## src/rtl/sb_pkg.sv

```systemverilog
// sb_pkg: opcodes, state encodings and rate helper shared by the Sound Blaster DSP/DMA block.
package sb_pkg;
  localparam logic [7:0] SB_CMD_DAC     = 8'h10;
  localparam logic [7:0] SB_CMD_TC      = 8'h40;
  localparam logic [7:0] SB_CMD_DMA8    = 8'h14;
  localparam logic [7:0] SB_CMD_HALT    = 8'hD0;
  localparam logic [7:0] SB_CMD_CONT    = 8'hD4;
  localparam logic [7:0] SB_CMD_SPK_ON  = 8'hD1;
  localparam logic [7:0] SB_CMD_SPK_OFF = 8'hD3;
  localparam logic [7:0] SB_CMD_VER     = 8'hE1;
  localparam logic [7:0] SB_CMD_TEST_W  = 8'hE4;
  localparam logic [7:0] SB_CMD_TEST_R  = 8'hE8;
  localparam logic [7:0] SB_RESET_ACK   = 8'hAA;
  localparam logic [7:0] SB_TC_RESET    = 8'hA6;
  localparam logic [7:0] SB_PCM_MID     = 8'h80;

  typedef enum logic [1:0] {PS_IDLE, PS_ARG1, PS_ARG2} sb_pstate_e;
  typedef enum logic [1:0] {DS_IDLE, DS_WAIT, DS_REQ, DS_PAUSED} sb_dstate_e;

  function automatic logic [13:0] sb_period(input logic [7:0] tc, input int scale);
    return 14'(scale * (256 - int'(tc)));
  endfunction
endpackage

```

## src/rtl/sb_dsp_dma_timer.sv

```systemverilog
// sb_rate_timer: converts the time constant to a clock period and flags when the running count reaches it.
module sb_rate_timer import sb_pkg::*; #(
  parameter int TC_SCALE = 50
) (
  input  logic       clk,
  input  logic       rst_n,
  input  logic [7:0] i_tc,
  input  logic       i_clr,
  input  logic       i_run,
  output logic       o_exp
);
  logic [13:0] r_period;
  logic [13:0] r_cnt;

  assign o_exp = r_cnt >= r_period;

  // count saturates at the period so a stalled request never wraps the timer
  always_ff @(posedge clk or negedge rst_n) begin
    if (!rst_n) begin
      r_period <= sb_period(SB_TC_RESET, TC_SCALE);
      r_cnt    <= '0;
    end else begin
      r_period <= sb_period(i_tc, TC_SCALE);
      if (i_clr) r_cnt <= '0;
      else if (i_run && !o_exp) r_cnt <= r_cnt + 14'd1;
    end
  end
endmodule

```

## src/rtl/sb_dsp_dma.sv

```systemverilog
// sb_dsp_dma: Sound Blaster DSP command parser, 2-entry read queue and paced 8-bit single-cycle DMA engine.
module sb_dsp_dma import sb_pkg::*; #(
  parameter int TC_SCALE = 50
) (
  input  logic       clk,
  input  logic       rst_n,
  input  logic       reset_wr,
  input  logic       reset_wdata,
  input  logic       dsp_wr,
  input  logic [7:0] dsp_wdata,
  input  logic       data_rd,
  input  logic       stat_rd,
  input  logic       dack_n,
  input  logic       dma_wr,
  input  logic [7:0] dma_data,
  output logic [7:0] rd_data,
  output logic       rd_avail,
  output logic       wr_busy,
  output logic       drq,
  output logic       irq,
  output logic [7:0] pcm,
  output logic       pcm_valid
);
  sb_pstate_e       r_pst;
  sb_dstate_e       r_dst;
  logic [7:0]       r_cmd, r_tc, r_len_lo, r_test, r_pcm;
  logic [16:0]      r_len;
  logic             r_spk, r_drq, r_irq, r_pcm_valid, r_rst_arm;
  logic [1:0][7:0]  r_q;
  logic [1:0]       r_cnt;

  logic             w_dsp_rst, w_op, w_arg1, w_start, w_halt, w_cont, w_dac, w_accept;
  logic             w_tclr, w_trun, w_exp;
  logic [16:0]      w_len_dec;
  logic [1:0]       w_push_n;
  logic [7:0]       w_push0;
  logic [1:0][7:0]  w_q;
  logic [1:0]       w_cnt;

  assign w_dsp_rst = reset_wr && !reset_wdata && r_rst_arm;
  assign w_op      = dsp_wr && r_pst == PS_IDLE;
  assign w_arg1    = dsp_wr && r_pst == PS_ARG1;
  assign w_start   = dsp_wr && r_pst == PS_ARG2;
  assign w_halt    = w_op && dsp_wdata == SB_CMD_HALT;
  assign w_cont    = w_op && dsp_wdata == SB_CMD_CONT;
  assign w_dac     = w_arg1 && r_cmd == SB_CMD_DAC;
  assign w_accept  = dma_wr && r_dst == DS_REQ;
  assign w_len_dec = r_len - 17'd1;
  assign w_tclr    = w_start || (r_dst == DS_REQ && (dma_wr || w_halt));
  assign w_trun    = r_dst == DS_WAIT && !w_halt;

  assign w_push_n = w_dsp_rst ? 2'd1 :
                    (w_op && dsp_wdata == SB_CMD_VER) ? 2'd2 :
                    (w_op && dsp_wdata == SB_CMD_TEST_R) ? 2'd1 : 2'd0;
  assign w_push0  = w_dsp_rst ? SB_RESET_ACK : dsp_wdata == SB_CMD_VER ? 8'h02 : r_test;

  // pop first, then flush on DSP reset, then append up to two bytes; overflow is dropped
  always_comb begin
    w_q   = r_q;
    w_cnt = r_cnt;
    if (data_rd && r_cnt != 2'd0) begin
      w_q[0] = r_q[1];
      w_cnt  = r_cnt - 2'd1;
    end
    if (w_dsp_rst) w_cnt = 2'd0;
    if (w_push_n != 2'd0 && w_cnt != 2'd2) begin
      w_q[w_cnt[0]] = w_push0;
      w_cnt         = w_cnt + 2'd1;
    end
    if (w_push_n == 2'd2 && w_cnt != 2'd2) begin
      w_q[w_cnt[0]] = 8'h01;
      w_cnt         = w_cnt + 2'd1;
    end
  end

  sb_rate_timer #(.TC_SCALE(TC_SCALE)) u_timer (
    .clk   (clk),
    .rst_n (rst_n),
    .i_tc  (r_tc),
    .i_clr (w_tclr),
    .i_run (w_trun),
    .o_exp (w_exp)
  );

  always_ff @(posedge clk or negedge rst_n) begin
    if (!rst_n) begin
      r_q         <= '0;
      r_cnt       <= 2'd0;
      r_pst       <= PS_IDLE;
      r_dst       <= DS_IDLE;
      r_cmd       <= 8'h00;
      r_tc        <= SB_TC_RESET;
      r_len_lo    <= 8'h00;
      r_test      <= 8'h00;
      r_pcm       <= SB_PCM_MID;
      r_len       <= '0;
      r_spk       <= 1'b1;
      r_drq       <= 1'b0;
      r_irq       <= 1'b0;
      r_pcm_valid <= 1'b0;
      r_rst_arm   <= 1'b0;
    end else begin
      r_q         <= w_q;
      r_cnt       <= w_cnt;
      r_pcm_valid <= 1'b0;
      if (reset_wr) r_rst_arm <= reset_wdata;
      if (w_dsp_rst) begin
        r_pst <= PS_IDLE;
        r_dst <= DS_IDLE;
        r_drq <= 1'b0;
        r_irq <= 1'b0;
        r_len <= '0;
      end else begin
        if (dsp_wr)
          case (r_pst)
            PS_IDLE: begin
              if (dsp_wdata inside {SB_CMD_DAC, SB_CMD_TC, SB_CMD_DMA8, SB_CMD_TEST_W}) begin
                r_pst <= PS_ARG1;
                r_cmd <= dsp_wdata;
              end
              if (dsp_wdata == SB_CMD_SPK_ON) r_spk <= 1'b1;
              if (dsp_wdata == SB_CMD_SPK_OFF) r_spk <= 1'b0;
            end
            PS_ARG1: begin
              r_pst <= r_cmd == SB_CMD_DMA8 ? PS_ARG2 : PS_IDLE;
              if (r_cmd == SB_CMD_TC) r_tc <= dsp_wdata;
              if (r_cmd == SB_CMD_TEST_W) r_test <= dsp_wdata;
              if (r_cmd == SB_CMD_DMA8) r_len_lo <= dsp_wdata;
            end
            default: r_pst <= PS_IDLE;
          endcase
        if (w_dac || w_accept) begin
          r_pcm       <= w_dac ? dsp_wdata : dma_data;
          r_pcm_valid <= 1'b1;
        end
        if (stat_rd) r_irq <= 1'b0;
        if (w_start) begin
          r_len <= {1'b0, dsp_wdata, r_len_lo} + 17'd1;
          r_dst <= DS_WAIT;
          r_drq <= 1'b0;
          r_irq <= 1'b0;
        end else
          case (r_dst)
            DS_WAIT:
              if (w_halt) r_dst <= DS_PAUSED;
              else if (w_exp && dack_n) begin
                r_dst <= DS_REQ;
                r_drq <= 1'b1;
              end
            DS_REQ:
              if (dma_wr) begin
                r_len <= w_len_dec;
                r_drq <= 1'b0;
                if (w_len_dec == '0) begin
                  r_irq <= 1'b1;
                  r_dst <= DS_IDLE;
                end else r_dst <= w_halt ? DS_PAUSED : DS_WAIT;
              end else if (w_halt) begin
                r_drq <= 1'b0;
                r_dst <= DS_PAUSED;
              end
            DS_PAUSED: if (w_cont) r_dst <= DS_WAIT;
            default: ;
          endcase
      end
    end
  end

  assign rd_avail  = r_cnt != 2'd0;
  assign rd_data   = rd_avail ? r_q[0] : 8'h00;
  assign wr_busy   = 1'b0;
  assign drq       = r_drq;
  assign irq       = r_irq;
  assign pcm       = r_spk ? r_pcm : SB_PCM_MID;
  assign pcm_valid = r_pcm_valid;
endmodule

```

## config.mk

```make
export PLATFORM = sky130hd
export DESIGN_NAME = sb_dsp_dma
export DESIGN_NICKNAME = d
export VERILOG_FILES = /design/src/rtl/sb_pkg.sv /design/src/rtl/sb_dsp_dma_timer.sv /design/src/rtl/sb_dsp_dma.sv
export SDC_FILE = /design/constraint.sdc
export NUM_CORES = 1
export LEC_CHECK = 0
export ABC_AREA = 1
export ABC_CLOCK_PERIOD_IN_PS = 3950
export BUFFER_PORTS_ARGS = -buffer_cell sky130_fd_sc_hd__buf_2
export CORE_UTILIZATION = 56
export DETAILED_ROUTE_END_ITERATION = 10
export PLACE_DENSITY = 0.89
export SETUP_SLACK_MARGIN = 0.15
export SLEW_MARGIN = 15
export SYNTH_ARGS = -nofsm -noshare
export SYNTH_HDL_FRONTEND = slang
export SYNTH_SLANG_ARGS = --single-unit
```

## constraint.sdc

```tcl
create_clock -name clk -period 3.95 [get_ports clk]
set_clock_uncertainty 0.2 [all_clocks]
set_input_delay 0.1975 -clock clk [delete_from_list [all_inputs] [get_ports clk]]
set_output_delay 0.1975 -clock clk [all_outputs]
set_load 0.01 [all_outputs]
```

==> impl.org, run 1 <==
** Status
- The run finished with clean final reports.

** Final layout
- Antenna diode count :: 0
- In the final layout, the share of cells above drive strength 1 is between 10% and 20%.
- Final standard cell area without fillers :: 8240 um^2
- After the flow finishes, the layout carries non-filler instances totaling 1,175.
- The library cells used most frequently in the layout, excluding fill and tap cells, are 202 x nand2_1, 137 x inv_1, 100 x nor2_1, 100 x dfrtp_1, 81 x o21ai_0.
- Once layout is complete, the utilization of the core stands at between 60% and 70%.
- Relative to the synthesized area, the layout overhead comes to 14.8%.
- Most frequent standard cell in the layout excluding fill and tap cells :: nand2_1
- Final nets :: 1,084

** Pwr
- For this design the ratio of total power to cell area is ~480 nW/um^2.
- The design draws between 3 and 4 mW.
- Leakage power figure :: roughly 4.3 nW
- Worst IR drop on VDD :: roughly 0.4 mV

** Setup path
- Largest delay contributor family on the critical path :: adder cells
- In this run the number of cells on the critical path is 18.
- Sum of buffers and inverters on the critical path :: 4
- Worst path max stage delay :: 0.56 ns
- Slowest stage cell, crit path :: dfstp_2
- The cell that appears most often on the critical path is ha_4.
- Kind of critical path :: flip-flop to flip-flop
- The critical path goes through inv_4, ha_4, nand3_4, xor2_1, inv_1, ha_4, inv_2, fa_1, inv_2, ha_4, ha_4, a21oi_2, nand2_1, a21o_1, a21oi_2, o21ai_1, a21oi_1, xor2_1.
- Critical path fanouts, max :: 3
- Measured in cells, the most critical reg-to-reg path has a length of 18.
- For the worst setup path, the data required time is a little over 4 ns.
- The worst register-to-register path begins at r_tc[1].
- Kind of end point of the critical path :: flip-flop
- The critical path starts at r_tc[1].
- CP Data Arrival Time :: ~3.8 ns
- STA classifies the critical path startpoint as a flip-flop.
- The setup check on the worst reg-to-reg path leaves a slack of between 0.2 and 0.25 ns.

** Placement
- IO buf count :: between 40 and 50
- Number of placed cells counting well taps :: roughly 1,100
- Post-detail-place hpwl :: between 10,000 and 15,000 um
- Routability-driven placement finished with a final weighted congestion of a little over 0.9.
- In this run the cell area measured after placement is around 7600 um^2.

** Synth
- After synthesis, the share of flip-flops with an asynchronous set or reset is between 90% and 100%.
- For this run, the leading register cell type out of synthesis is dfrtp_1.
- Counting distinct cell types in the post-synthesis netlist gives 50.
- In this run, synthesis inferred 0 flip-flops with an integrated enable.
- Cell type with the largest total area after synthesis :: dfrtp_1
- XOR/XNOR share of the synthesized area :: ~3.5%
- Of the total synthesized cell area, the portion taken by full adders, half adders and majority gates is a little over a tenth.
- Biggest area contributors in the synthesized netlist :: dfrtp_1 35%, nand2_1 11%, ha_1 9.1%
- When the netlist entered floorplanning its net count stood at approximately 1,000.
- Mapped cell area :: slightly above 7000 um^2
- Average cell area after synthesis :: 7.66 um^2
- Largest family of logic cells by synthesized area :: simple AND/OR/NAND/NOR gates
- Proportion of netlist area held by the largest area contributor :: a little over a third
- Cells after synthesis :: between 900 and 1,000
- Post-synthesis compound-gate area fraction :: ~12%
- Fraction of the yosys area taken by sequential cells :: approximately 40%
- For this run, the number of Yosys warnings is 0.
- Number of synthesized register bits :: approximately 110
- Mux contribution to synthesized area :: 0%
- Of the total synthesized cell area, the portion taken by AND, OR, NAND and NOR gates is roughly a quarter.

** Timing
- Transition at the pin with the smallest max-transition slack :: approximately 0.78 ns
- Timing would allow up to between 200 and 300 MHz.
- The number of endpoints with negative hold slack in the final report was 0.
- Setup violations remaining at the end of the flow were counted as 0.
- Setup repair after global routing could not meet its margin everywhere.
- Count of final max-slew check failures :: 0
- Measured against its own limit, the worst slew margin works out to between 40% and 50%.
- After routing, the total negative slack on setup checks comes to 0 ns.
- Minimum clock period :: 3.72 ns
- Part of the cycle the worst path needs :: 94.2%

** Clock tree
- The clock passes through at most 2 buffers.
- Sinks on Clock Net :: around 110
- The H-tree was split into 3 levels.
- Clock-pin slew was measured on the worst setup and hold paths at 0.08 ns.
- TritonCTS built the clock tree.
- Clk Tree Root Cell :: clkbuf_16
- TritonCTS created 9 clock buffers.
- For the worst-skew pair, the clock arrives at the later sink with an insertion delay of ~0.37 ns.

** Routing
- WL/cell :: about 15 um
- Aggregate routed wire length :: approximately 18,000 um
- For this run, design rule violations remaining after detail routing come to 0.
- Via-to-Cell Ratio :: between 5 and 6
- In this run, the number of DRC markers left after iteration 0 of detailed routing was 610.
- The first detailed-routing pass ran for 5 iterations.
- Post-detailed-route count of antenna-violating nets :: 0
- For this block, the via count after detailed routing is about 6,600.

** Worst hold path
- Along the worst hold path, the cell count comes to 4.
- Worst Hold Launch :: dsp_wr
- The worst hold path belongs to the class primary input to flip-flop.

** Floorplanning
- After floorplanning, the core was divided into 40 placement rows.
- Full die area :: 13,300 um^2
- Die outline width :: 115 um
- Starting Density :: 58.6%
- After floorplanning, the core was sized to cover roughly 12,000 um^2.
- In this run the vertical extent of the chip is approximately 120 um.
- # IOs :: between 40 and 50

** Global routing
- Overall track demand over capacity in global routing :: between 20% and 30%
- Global routing finished with a remaining overflow of 0.
- Number of antenna violations at the first check in global routing :: 0
- Entering global routing, the biggest net connects between 60 and 70 pins.
- First-pass GRT wire length :: ~28,000 um
- The via count of the first global-routing pass is roughly 6,200.

** Run
- The tool flagged a number of max-cap violations equal to 0.
-- synthesized netlist by cell type (7+ instances only) --
cell type	instances
nand2_1	202
inv_1	143
nor2_1	101
dfrtp_1	100
o21ai_0	83
nand3_1	53
ha_1	52
a21oi_1	35
xor2_1	25
nor3_1	14
o211ai_1	12
dfstp_2	11
clkbuf_1	10
inv_2	8
nand4_1	8
nor4_1	8
o22ai_1	7
-- stage by stage --
step	hold WS, ns	worst slack (ns)
after floorplan	-0.298	0.182
after global placement	0.108	0.0780
after detailed placement	0.107	-0.0301
after CTS	0.0154	0.182
after global routing	0.0520	0.0341
final	0.0269	0.228
-- final timing paths --
path / endpoint
worst min register to register: r_pcm[7]
worst min-delay path: r_pst[0]
min in group asynchronous: u_timer.r_cnt[9]
worst max-delay path: u_timer.r_period[13]
max in group asynchronous: r_spk
worst max register to register: u_timer.r_period[13]
-- cells by family (layout without fill, tap and decap cells) --
logic type	after synthesis	in the layout
flip-flops	111	111
buffers and inverters	174	243
other	1	1
AND/OR/NAND/NOR	412	412
XOR/XNOR	29	29
adder cells (fa/ha/maj)	57	57
AO/OA/AOI/OAI	154	154
-- sequential cells by signal (all words and copies together) (netlist names) --
register / flops
r_cnt: 2
r_cmd: 8
u_timer.r_period: 13
r_q: 16
r_pcm: 8
r_len: 17
u_timer.r_cnt: 14
r_rst_arm: 1
r_spk: 1
r_len_lo: 8
r_tc: 8
drq: 1
r_test: 8
r_dst: 2
pcm_valid: 1
r_pst: 2
irq: 1
-- report_power, final --
group,internal [mW],total (mW),switching [mW]
clock network,0.520,0.976,0.456
logic,0.520,1.48,0.963
registers,1.35,1.50,0.143
-- tightest hold or removal path, stage by stage --
cell and delay [ns]:
buf_2 0.15, a21oi_1 0.10, nand2_1 0.07, nand2_1 0.04
-- timing repair --
action	4_1_cts	5_1_grt
hold endpoints to repair	64	0
resized for setup	5	26
hold buffers	16	0
setup endpoints to repair	2	3
pin swaps	2	17
buffers inserted	2	3
-- routing by layer --
| metal | up-vias | routed length, um | track usage, % |
|---|---|---|---|
| li1 | 3138 | - | - |
| met1 | 3103 | 7270 | 34.2 |
| met2 | 281 | 8600 | 45.9 |
| met3 | 58 | 1370 | 5.96 |
| met4 | 0 | 530 | 8.40 |
| met5 | - | 0 | 0 |
-- layout make-up --
class	count	area [um^2]
Multi-Input combinational cell	653	3860
Clock inverter	6	72.6
Fill cell	894	4020
Clock buffer	10	239
Tap cell	168	210
Timing Repair Buffer	73	480
Sequential cell	111	2790
Inverter	154	587
(Power assumes the default switching activity.)
==> inputs of run 2 (changes only) <==
Settings changed: CORE_ASPECT_RATIO from default to 0.8.
==> run 2 against run 1 <==
Effect of this change:
- register-to-register slack lost 0.03 ns
- setup slack lost 0.032 ns
- clock-buffer cell count grew 2
- wire length grew 7.2%
- critical path depth shrank 1
- sequential share of layout area shrank 0.062 points
- critical path type unchanged
==> impl.org, run 2 (same netlist as run 1, synthesis figures left out) <==
** Status
- Result of the run :: completed (unchanged)

** Final layout
- The layout net count was 1,085 (was 1,084).
- Final Instance Count excl. Fillers :: 1,180 (was 1,175)
- Largest registers in the final layout :: r_len (17), r_q (16), u_timer.r_cnt (14) (unchanged)
- The proportion of layout cells with a drive suffix above 1 was 14.8% (was 14.7%).
- Most frequent cells in the layout :: 201 x nand2_1, 138 x inv_1, 100 x nor2_1, 100 x dfrtp_1, 82 x o21ai_0 (was 202 x nand2_1, 137 x inv_1, 100 x nor2_1, 100 x dfrtp_1, 81 x o21ai_0)
- The most frequent standard cell in the layout excluding fill and tap cells is nand2_1 (unchanged).
- The register name with the most flops is r_len (unchanged).
- The number of filler instances in the final layout was 923 (was 894).
- Area overhead of the layout relative to synthesis :: 15.0% (was 14.8%)
- Max reg flops :: 17 (unchanged)

** Placement
- Number of placed cells counting well taps :: 1,142 (was 1,138)
- Post-detail-place hpwl :: 12,100 um (was 11,600 um)
- IO buf count :: 44 (unchanged)
- Routability congestion estimate from global placement :: 0.917 (was 0.916)

** Setup path
- Largest delay contributor family on the critical path :: adder cells (unchanged)
- The maximum fanout encountered on the critical timing path came to 4 (was 3).
- The endpoint required time on the critical path is 4.04 ns (about the same).
- CP Data Arrival Time :: 3.84 ns (was 3.81 ns)
- The number of buffer and inverter instances along the worst setup path was 4 (unchanged).
- The nature of the critical path startpoint is a flip-flop (unchanged).
- Kind of end point of the critical path :: flip-flop (unchanged)
- Worst path max stage delay :: 0.56 ns (about the same)
- Kind of critical path :: flip-flop to flip-flop (unchanged)
- The cell type of the slowest stage on the worst timing path was dfstp_2 (unchanged).
- Logic depth of the worst setup path including buffers :: 17 (was 18)
- CP Cell Sequence: inv_4, ha_4, nand3_4, xor2_2, inv_2, buf_4, ha_1, fa_1, ha_1, ha_4, a21oi_1, inv_1, a31oi_4, nor2_1, o21ai_0, nand2_1, xor2_1 (was inv_4, ha_4, nand3_4, xor2_1, inv_1, ha_4, inv_2, fa_1, inv_2, ha_4, ha_4, a21oi_2, nand2_1, a21o_1, a21oi_2, o21ai_1, a21oi_1, xor2_1).
- The number of cells traversed by the worst register-to-register path came to 17 (was 18).

** Floorplanning
- The placeable core area was 12,300 um^2 (about the same).
- The total number of placement rows was 36 (was 40).
- Chip height :: 103 um (was 115 um)
- The I/O pin count was 46 (unchanged).
- The overall die width is 129 um (was 115 um).
- Starting Density :: 58.2% (was 58.6%)
- The area of the die came to 13,300 um^2 (about the same).

** Routing
- Via-to-Cell Ratio :: 5.72 (was 5.60)
- The count of vias placed by the detailed router is 6,751 (was 6,580).
- Post-detailed-route count of antenna-violating nets :: 0 (unchanged)
- Remaining routing DRC violations :: 0 (unchanged)
- The average wire per standard cell is 16.1 um (was 15.1 um).
- Highest routing layer actually used :: met4 (unchanged)
- The met2 wirelength from detailed routing is 9110 um (was 8600 um).
- The met1 routed wirelength after detailed routing is 7620 um (was 7270 um).
- Aggregate routed wire length :: 19,100 um (was 17,800 um)
- The DRC marker count from the first detailed-route iteration was 701 (was 610).
- Met3 layer wire length in the routed design :: 1670 um (was 1370 um)
- Pre-Repair DR Iteration Count :: 7 (was 5)

** Pwr
- The net switching component of the power came to 1.59 mW (was 1.56 mW).
- Net switching share of the total power :: 39.1% (was 39.5%)
- The internal power was 2.48 mW (was 2.39 mW).
- The part of the power in the clock network came to 25.6% (was 24.7%).
- The leakage dissipation came to 4.32 nW (was 4.31 nW).
- The power share of the sequential group came to 36.9% (was 37.8%).
- The worst voltage drop across the vdd grid came to 0.355 mV (was 0.403 mV).
- The power density over the cells was 494 nW/um^2 (was 480 nW/um^2).
- The proportion of power drawn by combinational gates is 37.6% (was 37.5%).

** Timing
- Total of endpoints with negative setup slack in the final report :: 0 (unchanged)
- Maximum clock frequency :: 266 MHz (was 269 MHz)
- The accumulated negative setup slack came to 0 ns (unchanged).
- Count of final max-slew check failures :: 0 (unchanged)
- Setup repair after global routing missed its margin :: yes (unchanged)
- The number of endpoints with negative hold slack in the final report was 0 (unchanged).
- The slew of the pin with the lowest slew margin came to 0.979 ns (was 0.777 ns).
- Slew margin rel. :: 34.8% (was 48.2%)
- The final critical delay including setup and external delays is 3.75 ns (was 3.72 ns).
- Part of the cycle the worst path needs :: 95.0% (was 94.2%)

** Global routing
- Number of global-route vias before repair :: 6,170 (was 6,215)
- The global-route congestion overflow total was 0 (unchanged).
- Number of antenna violations at the first check in global routing :: 1 (was 0)
- The largest net degree at the start of global routing is 78 (was 61).
- The global-route wire length before repair came to 29,400 um (was 28,100 um).
- Overall track demand over capacity in global routing :: 28.7% (was 27.0%)

** Clock tree
- Reg clk slew, reported paths :: 0.07 ns (was 0.08 ns)
- The total clock sinks is 111 (unchanged).
- The number of buffers created by CTS was 9 (unchanged).
- Source-to-sink clock delay at the later pin of the worst-skew pair :: 0.36 ns (was 0.37 ns)
- Count of H-tree levels built during CTS :: 3 (unchanged)
- The maximum root-to-sink buffer count came to 2 (unchanged).
- CTS tree :: done (unchanged)
- The master cell of the clock root buffer is clkbuf_16 (unchanged).

** Worst hold path
- Worst hold path depth :: 4 (unchanged)
- The class of the worst hold path was primary input to flip-flop (unchanged).

** Run
- Max-Cap Viols :: 0 (unchanged)
## run 2: repair_timing
action,4_1_cts,5_1_grt
hold buffers,13,0
gates cloned,0,0
setup buffers,3,5
resized for setup,9,18
endpoints found under the setup margin,3,3
pin swaps,9,15
endpoints found under the hold margin,80,0
## run 2: worst reg2reg max path, stage by stage, from the launching register on
cell,delay [ns]
dfstp_2,0.56
inv_4,0.05
ha_4,0.17
nand3_4,0.09
xor2_2,0.16
inv_2,0.09
buf_4,0.14
ha_1,0.30
fa_1,0.49
ha_1,0.33
ha_4,0.28
a21oi_1,0.14
inv_1,0.08
a31oi_4,0.17
nor2_1,0.06
o21ai_0,0.14
nand2_1,0.08
xor2_1,0.14
## run 2: final cells by class
type / count / area (um^2) / area share, %
multi-input cells: 653 / 3840 / 46.5
flip-flops and latches: 111 / 2790 / 33.8
inverters: 154 / 587 / 7.11
repair buffers: 74 / 480 / 5.82
clock buffers: 12 / 267 / 3.23
well taps: 171 / 214 / 2.59
clock inverters: 4 / 73.8 / 0.894
diodes: 1 / 2.50 / 0.0303
## run 2: path summary, 6_finish.rpt
path                            slack (ns)    startpoint                   end
worst min register to register        0.29     r_test[5]             r_test[5]
worst max register to register        0.20       r_tc[1]  u_timer.r_period[12]
max in group asynchronous             2.30         rst_n              r_pcm[7]
worst max-delay path                  0.20       r_tc[1]  u_timer.r_period[12]
worst min-delay path                 0.004  dsp_wdata[0]                 r_spk
min in group asynchronous             0.34         rst_n     u_timer.r_cnt[12]
## run 2: power by group through the flow
stage	registers [mW]	logic (mW)	clock network [mW]
final	1.50	1.53	1.04
after global routing	1.53	1.72	1.09
after CTS	1.49	1.48	1.04
after detailed placement	1.51	1.44	0
after global placement	1.50	1.38	0
after floorplan	1.48	1.10	0
## run 2: metrics by stage
stage	area (um^2)	setup slack, ns	util (%)	hold slack, ns	power (mW)
global placement	7570	0.0821	61.4	0.210	2.88
detailed placement	7570	-0.0602	61.4	0.212	2.95
CTS	8130	0.138	65.8	0.00179	4.02
floorplan	7180	0.182	-	-0.298	2.58
finish	8260	0.196	66.9	0.00400	4.08
global route	8260	0.0633	66.9	0.0313	4.33
## run 2: layer usage
metal | GRT usage (%) | vias up
met5 | 0 | -
met2 | 49.0 | 385
met4 | 11.6 | 0
met1 | 35.9 | 3157
li1 | - | 3141
met3 | 5.97 | 68
